## src/rtl/display_scan_controller.sv

```systemverilog
// display_scan_controller
//
// Drives a four-digit, time-multiplexed seven-segment display from a binary
// millisecond count. A captured value is clamped, then converted to four BCD
// digits by an iterative shift-and-add-3 (double dabble) engine that takes
// one clock per input bit. The finished digits are committed to the display
// registers in a single cycle, so a half-converted number is never shown.
// Independently, a free-running scan scheduler steps through the four digit
// positions and presents one digit at a time to the shared segment decoder.
//
// Parameters:
//   REFRESH_DIV  clock cycles each digit is held before the scan advances (>= 2)
//   MAX_VALUE    ceiling applied to the captured value before conversion
//
// Ports:
//   clk           system clock
//   reset         asynchronous, active-high reset
//   value         binary millisecond count to display
//   load          one-cycle request to capture value and start a conversion
//   show_error    level; show the error code on every digit
//   blank         level; turn all anodes off
//   busy          high while a conversion is in progress
//   digit_value   BCD digit (or error code) for the active digit
//   digit_select  index of the active digit, 0 = rightmost
//   an            active-low anode enables, an[i] drives digit i

module display_scan_controller #(
    parameter int REFRESH_DIV = 50000,
    parameter int MAX_VALUE   = 9999
) (
    input  logic        clk,
    input  logic        reset,
    input  logic [13:0] value,
    input  logic        load,
    input  logic        show_error,
    input  logic        blank,
    output logic        busy,
    output logic [3:0]  digit_value,
    output logic [1:0]  digit_select,
    output logic [3:0]  an
);

    localparam int              DIV_W     = $clog2(REFRESH_DIV);
    localparam logic [DIV_W-1:0] DIV_LAST = DIV_W'(REFRESH_DIV - 1);
    localparam logic [13:0]     CLAMP     = 14'(MAX_VALUE);
    localparam logic [3:0]      BIT_LAST  = 4'd13;
    localparam logic [3:0]      ERR_CODE  = 4'hE;

    typedef enum logic [1:0] {
        IDLE,
        SHIFT,
        COMMIT
    } state_t;

    state_t             state;
    state_t             state_next;
    logic [3:0]         bit_cnt;
    logic [13:0]        bin_sr;
    logic [15:0]        bcd_sr;
    logic [15:0]        digit_reg;
    logic [DIV_W-1:0]   divider;

    // Combinational selection feeding the registered display outputs
    logic [3:0]         value_p0;
    logic [3:0]         an_p0;
    logic [3:0]         active_an;

    // ------------------------------------------------------------------
    // Helper functions
    // ------------------------------------------------------------------
    function automatic logic [13:0] clamp_value(input logic [13:0] v);
        return (v > CLAMP) ? CLAMP : v;
    endfunction

    // Double-dabble correction: any BCD nibble of 5 or more would exceed 9
    // after the next doubling, so bias it by 3 to force the carry.
    function automatic logic [15:0] add3_nibbles(input logic [15:0] b);
        logic [15:0] r;
        r = b;
        for (int i = 0; i < 4; i++) begin
            if (b[4*i +: 4] >= 4'd5) begin
                r[4*i +: 4] = b[4*i +: 4] + 4'd3;
            end
        end
        return r;
    endfunction

    // Position of the most significant nonzero digit; 0 when all digits are
    // zero so that the rightmost digit still lights and shows "0".
    function automatic logic [1:0] top_digit(input logic [15:0] d);
        logic [1:0] t;
        t = 2'd0;
        for (int i = 1; i < 4; i++) begin
            if (d[4*i +: 4] != 4'd0) begin
                t = 2'(i);
            end
        end
        return t;
    endfunction

    // ------------------------------------------------------------------
    // Conversion FSM
    // ------------------------------------------------------------------
    always_ff @(posedge clk or posedge reset) begin
        if (reset) begin
            state <= IDLE;
        end else begin
            state <= state_next;
        end
    end

    always_comb begin
        state_next = state;
        case (state)
            IDLE: begin
                if (load) begin
                    state_next = SHIFT;
                end
            end
            SHIFT: begin
                if (bit_cnt == BIT_LAST) begin
                    state_next = COMMIT;
                end
            end
            COMMIT: begin
                state_next = IDLE;
            end
            default: begin
                state_next = IDLE;
            end
        endcase
    end

    assign busy = (state != IDLE);

    // ------------------------------------------------------------------
    // Conversion datapath: shift registers carry no reset, the FSM gates
    // every use of their contents.
    // ------------------------------------------------------------------
    always_ff @(posedge clk) begin
        if (state == IDLE && load) begin
            bin_sr <= clamp_value(value);
            bcd_sr <= 16'd0;
        end else if (state == SHIFT) begin
            {bcd_sr, bin_sr} <= {add3_nibbles(bcd_sr), bin_sr} << 1;
        end
    end

    // Shift counter and committed digit registers
    always_ff @(posedge clk or posedge reset) begin
        if (reset) begin
            bit_cnt   <= 4'd0;
            digit_reg <= 16'd0;
        end else begin
            if (state == SHIFT) begin
                bit_cnt <= bit_cnt + 4'd1;
            end else begin
                bit_cnt <= 4'd0;
            end
            if (state == COMMIT) begin
                digit_reg <= bcd_sr;
            end
        end
    end

    // ------------------------------------------------------------------
    // Scan scheduler
    // ------------------------------------------------------------------
    always_ff @(posedge clk or posedge reset) begin
        if (reset) begin
            divider      <= '0;
            digit_select <= 2'd0;
        end else if (divider == DIV_LAST) begin
            divider      <= '0;
            digit_select <= digit_select + 2'd1;
        end else begin
            divider <= divider + DIV_W'(1);
        end
    end

    // ------------------------------------------------------------------
    // Display selection: blank overrides error, error overrides number
    // ------------------------------------------------------------------
    always_comb begin
        case (digit_select)
            2'd0:    active_an = 4'b1110;
            2'd1:    active_an = 4'b1101;
            2'd2:    active_an = 4'b1011;
            default: active_an = 4'b0111;
        endcase

        value_p0 = digit_reg[{digit_select, 2'b00} +: 4];
        an_p0    = (digit_select <= top_digit(digit_reg)) ? active_an : 4'b1111;

        if (show_error) begin
            value_p0 = ERR_CODE;
            an_p0    = active_an;
        end
        if (blank) begin
            value_p0 = 4'd0;
            an_p0    = 4'b1111;
        end
    end

    // Registered display outputs, one cycle behind digit_select
    always_ff @(posedge clk or posedge reset) begin
        if (reset) begin
            digit_value <= 4'd0;
            an          <= 4'b1111;
        end else begin
            digit_value <= value_p0;
            an          <= an_p0;
        end
    end

endmodule

```

## config.mk

```make
export PLATFORM = sky130hd
export DESIGN_NAME = display_scan_controller
export DESIGN_NICKNAME = d
export VERILOG_FILES = /design/src/rtl/display_scan_controller.sv
export SDC_FILE = /design/constraint.sdc
export NUM_CORES = 1
export LEC_CHECK = 0
export CORE_ASPECT_RATIO = 0.6
export CORE_MARGIN = 4
export CORE_UTILIZATION = 30
export DETAILED_ROUTE_END_ITERATION = 12
export SYNTH_ARGS = -nofsm -noshare
export SYNTH_HDL_FRONTEND = slang
export SYNTH_SLANG_ARGS = --single-unit
```

## constraint.sdc

```tcl
create_clock -name clk -period 1.9 [get_ports clk]
set_clock_uncertainty 0.05 [all_clocks]
set_input_delay 0.57 -clock clk [delete_from_list [all_inputs] [get_ports clk]]
set_output_delay 0.57 -clock clk [all_outputs]
set_load 0.005 [all_outputs]
```

==> impl_metrics.json <==
{
  "final.min_clock_period_ns": 1.882,
  "tightest_slew_ns": 0.5304,
  "clock_latency_ns": 0.33,
  "cts_made_buffers": 9,
  "diodes": 0,
  "status": "finished clean",
  "path_clk_slew_ns": 0.06,
  "drive_gt1_frac": 0.1898,
  "yosysMostFrequentCell": "dfrtp_1",
  "combPwrFrac": 0.271,
  "hold_viol_final": 0,
  "synth_seq_cells": 78,
  "synth_top_area_cell": "dfrtp_1",
  "hold_start": "bin_sr[13]",
  "rows": 30,
  "fin_util": 0.4072,
  "synthesis.area_um2": 3620,
  "rrSetupSlack_ns": 0.02,
  "switching_power_uw": 1738,
  "register_area_um2": 1947,
  "htree_levels": 3,
  "hold_depth": 2,
  "async_reset_ff_frac": 0.6154,
  "grt_max_degree": 32,
  "fin_nets": 442,
  "slew-limit-headroom": 0.6372,
  "drt_iter0_drc": 164,
  "startpoint_type": "register",
  "power_density_nw_per_um2": 1254,
  "post_drt_wl_per_cell_um": 13.37,
  "p_leak_uw": 0.002016,
  "drtPass1Iterations": 4,
  "setup_viol": 0,
  "avgSynthCellArea_um2": 10.58,
  "end_kind": "register",
  "holdWs_ns": 0.4041,
  "grt_pass1_wl_um": 12890,
  "power.share.switching": 0.2955,
  "antenna_found_initial": 0,
  "overflow": 0,
  "clk_path_buf_depth": 2,
  "detailed_place_hpwl_um": 5474,
  "synth_edf_count": 14,
  "grt.total_usage": 0.1166,
  "gp_congestion": 0.7945,
  "postSynthCellCount": 342,
  "crit_required_ns": 2.11,
  "vias": 2624,
  "synth_top_area_frac": 0.3042,
  "synth.net_count": 378,
  "synthTopCellsByArea": "dfrtp_1 (30%), edfxtp_1 (12%), dfxtp_1 (8.8%)",
  "multiInputGateArea_um2": 1593,
  "rr_startpoint": "digit_reg[13]",
  "drc": 0,
  "power.total_uw": 5882,
  "totalWireLength_um": 7634,
  "die_y_um": 93.09,
  "period_share": 0.9906,
  "maxCapViolCount": 0,
  "die_x_um": 149.8,
  "rsz0062_at_grt": "yes",
  "ios": 30,
  "hold_buffers": 0,
  "fillers": 1109,
  "yosysWarnings": 0,
  "power_frac_seq": 0.428,
  "ys.flop_type": "dfrtp_1",
  "vias_per_cell": 4.595,
  "core_area_um2": 11520,
  "hold_end": "bcd_sr[0]",
  "cts_tree": "yes",
  "worstRegToRegCells": 6,
  "cp.arrival_ns": 2.09,
  "grt_pass1_vias": 2617,
  "synth_common_cells": "dfrtp_1 (44), nand2_1 (39), nor2_1 (29)",
  "ir_drop_mv": 0.4349,
  "ys_seq_area_frac": 0.5378,
  "clockPowerShare": 0.301,
  "syn_to_final_growth_pct": 29.62,
  "clock-sinks": 78,
  "hold_path_class": "register to register",
  "crit_path_max_fanout": 3,
  "die_area_um2": 13950,
  "clockRootBuffer": "clkbuf_16",
  "critical_path_class": "register to register",
  "final_max_slew_viol_count": 0,
  "start_util": 0.3141,
  "io_buffers": 29,
  "fmax_mhz": 531.3,
  "drtAntennaViolNets": 0,
  "synth_cell_types": 44,
  "power.internal_uw": 4144,
  "regToRegEndpoint": "an[3]"
}
## logic make-up (layout without fill, tap and decap cells)
family | Yosys count | count (layout) | synth area share
compound gates | 55 | 55 | 0.09057
xor+xnor | 23 | 23 | 0.05565
fa+ha+maj | 17 | 17 | 0.05876
buf+inv | 28 | 97 | 0.03007
flops | 78 | 78 | 0.5379
mux | 16 | 16 | 0.05876
simple gates | 125 | 125 | 0.1683
## critical path, cell delays in order (launching register included)
cell and delay, ns:
dfrtp_1 0.38, or4_4 0.55, o21bai_1 0.18, ha_1 0.32, a21oi_2 0.06, a21oi_2 0.19
nand2_1 0.08
## layout make-up
cell class | instances | share of cell area
Tap cell | 160 | 0.04267
Timing Repair Buffer | 65 | 0.1235
Clock inverter | 3 | 0.009067
Multi-Input combinational cell | 236 | 0.3395
Inverter | 16 | 0.01280
Sequential cell | 78 | 0.4149
Clock buffer | 13 | 0.05760
## layer usage
layer,track usage,vias to the layer above,part of all wire
li1,-,1317,-
met1,0.1616,1262,0.51
met2,0.1703,35,0.44
met3,0.03680,10,0.035
met4,0.04338,0,0.016
met5,0,-,0
## repair_timing
action,CTS,global route
gates resized for setup,7,5
setup endpoints to repair,8,4
pin swaps,1,7
setup buffers,1,2
gates cloned,0,0
## placed cells by master, fill, tap and decap left out, types with 3 or more instances in the layout
master,instances
buf_4,34
nor2b_1,3
inv_1,15
a21oi_1,10
a22o_1,4
dfxtp_1,16
edfxtp_1,14
nor2_1,27
nor4_1,5
dfrtp_1,44
o21ai_0,27
nand2b_1,7
clkdlybuf4s50_1,24
dfstp_2,4
nand2_1,39
xor2_1,8
mux2_2,12
clkbuf_16,9
dlygate4sd2_1,5
nand3_1,24
clkbuf_8,3
o32ai_1,3
nand4_1,3
mux4_2,3
ha_1,17
xnor2_1,15
## worst max-delay path by stage
| stage | from | end | slack (ns) | cells after the start |
|---|---|---|---|---|
| 2_1_floorplan | digit_reg[14] | an[1] | 0.13 | 6 |
| 3_3_place_gp | value[6] | bin_sr[1] | -0.08 | 5 |
| 3_5_place_dp | value[6] | bin_sr[3] | -0.13 | 5 |
| 4_1_cts | digit_reg[9] | an[3] | 0.01 | 7 |
| 5_1_grt | digit_reg[13] | an[1] | -0.05 | 6 |
| 6_report | digit_reg[13] | an[3] | 0.02 | 6 |
## metrics by stage
step	cells	instance area (µm²)	setup TNS, ns	setup WS, ns
after CTS	569	4654	0	0.01201
after detailed placement	552	4334	-0.8077	-0.1342
after floorplan	342	3620	0	0.1252
final	571	4692	0	0.01784
after global placement	552	4334	-0.3237	-0.07698
after global routing	571	4692	-0.1284	-0.05027
## power by group through the flow
stage | Sequential [µW] | Combinational [µW] | Clock, µW
2_1_floorplan | 2440 | 1110 | 0
3_3_place_gp | 2520 | 1530 | 0
3_5_place_dp | 2530 | 1590 | 0
4_1_cts | 2510 | 1610 | 1820
5_1_grt | 2570 | 1830 | 1880
6_report | 2520 | 1600 | 1770
No activity file was read; power rests on OpenSTA's default activity.
==> patch: new RTL, same settings <==
Put one more register stage on the output `digit_value`, with the module's reset. The value now appears one clock later. The other outputs are not delayed to match.
--- a/src/rtl/display_scan_controller.sv
+++ b/src/rtl/display_scan_controller.sv
@@ -54,2 +54,4 @@
 
+    logic [3:0] digit_value_s0;
+
     state_t             state;
@@ -207,6 +209,6 @@
         if (reset) begin
-            digit_value <= 4'd0;
+            digit_value_s0 <= 4'd0;
             an          <= 4'b1111;
         end else begin
-            digit_value <= value_p0;
+            digit_value_s0 <= value_p0;
             an          <= an_p0;
@@ -215,2 +217,10 @@
 
+    always_ff @(posedge clk or posedge reset) begin
+        if (reset) begin
+            digit_value <= '0;
+        end else begin
+            digit_value <= digit_value_s0;
+        end
+    end
+
 endmodule
Function: changed (Yosys sat finds a counterexample within 4 cycles, from zero or initial values and one cycle with reset high).
==> patch against the original RTL <==
Setup slack improved by 0.023 ns. Wire length fell by 3.7%. Area after synthesis rose by 3.6%. Sequential cell count rose by 4. Design area rose by 2.9%. Count of clock-buffer cells in the layout fell by 1. Die area rose by 3.4%. Power rose by 0.53%. Global-route usage fell by 0.92 points. Critical path type unchanged. Largest cell class unchanged.
==> patch: results (changes against the original RTL) <==
[timing]
relSlewSlack_pct=64.74  ; +1.0 points

[synthesis]
yosys-top-cells-count=dfrtp_1 (48), nand2_1 (39), o21ai_0 (27)
synth_compound_area_share_pct=8.973  ; -0.084 points
synthAdderAreaFrac_pct=5.670  ; -0.21 points
synth_area_leaders=dfrtp_1 (32%), edfxtp_1 (11%), dfxtp_1 (8.5%)
syn-num-nets=384  ; +1.6%
synth_xor_area_share_pct=4.903  ; -0.66 points
ys_seq_area_share_pct=54.57  ; +0.78 points
muxShareOfSynthArea_pct=5.971  ; +0.094 points
synthArstFlopShare_pct=63.41  ; +1.9 points

[power]
powerDensity_mw_per_mm2=1225  ; -2.3%
peakVddDrop_mv=0.5020  ; +15%

[global_route]
grt_util_all_layers_pct=10.74  ; -0.92 points
grt_pass1_wl_microns=12430  ; -3.6%

[layout]
num-fill-cells=1178  ; +6.2%
drive_above_1_share_pct=19.32  ; +0.35 points

[routing]
via_per_inst=4.601  ; +0.12%
avgRoutedWirePerCell_microns=12.70  ; -5.0%
wl_met2_microns=3236  ; -4.0%
met1Wirelength_microns=3708  ; -4.3%
wl_met3_microns=313  ; +18%
drt_iter0_markers=136  ; -17%

[place]
place_area_sq_mm=0.004443  ; +2.5%
gp_congestion=0.7969  ; +0.30%

[worst_setup_path]
arrival_ns=2.07  ; -0.02 ns

[run_status]
status=complete, no violations

patch: cell count changes in the layout (fill, tap and decap cells not counted), moves of 3 or more:
cell,unedited run,this run
dfrtp_1,44,48
nor2_1,27,23
nor4_1,5,2
xnor2_1,15,9
xor2_1,8,12
patch: cells by family (layout without fill, tap and decap cells):
logic type / count (synthesis) / after routing
simple gates: 125 / 125
flops: 82 / 82
compound gates: 57 / 57
buf+inv: 29 / 95
xor+xnor: 21 / 21
fa+ha+maj: 17 / 17
mux: 17 / 17
patch: worst max-delay path, stage by stage, from the launching register on:
cell and delay (ns):
dfrtp_1 0.38, or4_4 0.57, o21bai_4 0.20, ha_4 0.29, a21oi_4 0.05, a21oi_4 0.18, nand2_1 0.07
patch: path summary, 6_finish.rpt:
check,slack (ns),from,depth (start not counted),endpoint
setup / recovery,0.04,digit_reg[14],6,an[3]
hold / removal,0.30,digit_value_s0[1],0,digit_value[1]
setup reg to reg,0.04,digit_reg[14],6,an[3]
hold reg to reg,0.30,digit_value_s0[1],0,digit_value[1]
max in group asynchronous,0.79,reset,3,digit_value[3]
min in group asynchronous,0.43,reset,2,digit_select[0]
patch: per-layer routing:
layer / vias to the layer above / track usage (%)
met3: 8 / 3.159
met5: - / 0
met4: 0 / 4.114
met2: 44 / 15.81
li1: 1332 / -
met1: 1280 / 14.98
patch: area by class of cell:
type	instances	area share, %
Clock buffer	12	5.108
Multi-Input combinational cell	237	34.46
Inverter	16	1.244
Timing Repair Buffer	63	11.43
Clock inverter	4	1.063
Tap cell	165	4.278
Sequential cell	82	42.42
patch: power breakdown:
group / total [mW] / switching (mW) / internal, mW / leakage (nW)
Clock: 1.72 / 0.666 / 1.05 / 0.143
Combinational: 1.60 / 0.801 / 0.800 / 0.965
Sequential: 2.59 / 0.282 / 2.31 / 0.937
Total: 5.91 / 1.75 / 4.16 / 2.04
patch: metrics by stage:
step / instances / setup WS, ns / hold WS, ns / TNS [ns] / power, mW
after floorplan: 348 / 0.02874 / 0.2812 / 0 / 3.648
after global placement: 561 / -0.1091 / 0.2851 / -0.5493 / 4.138
after detailed placement: 561 / -0.1171 / 0.2847 / -0.7140 / 4.195
after CTS: 579 / 0.03544 / 0.2979 / 0 / 5.949
after global routing: 579 / -0.01210 / 0.3056 / -0.02296 / 6.334
final: 579 / 0.04107 / 0.2975 / 0 / 5.913
patch: repair_timing:
item                       4_1_cts  5_1_grt
pin swaps                        1        8
buffers inserted                 2        0
setup endpoints to repair        8        3
resized for setup                7       11
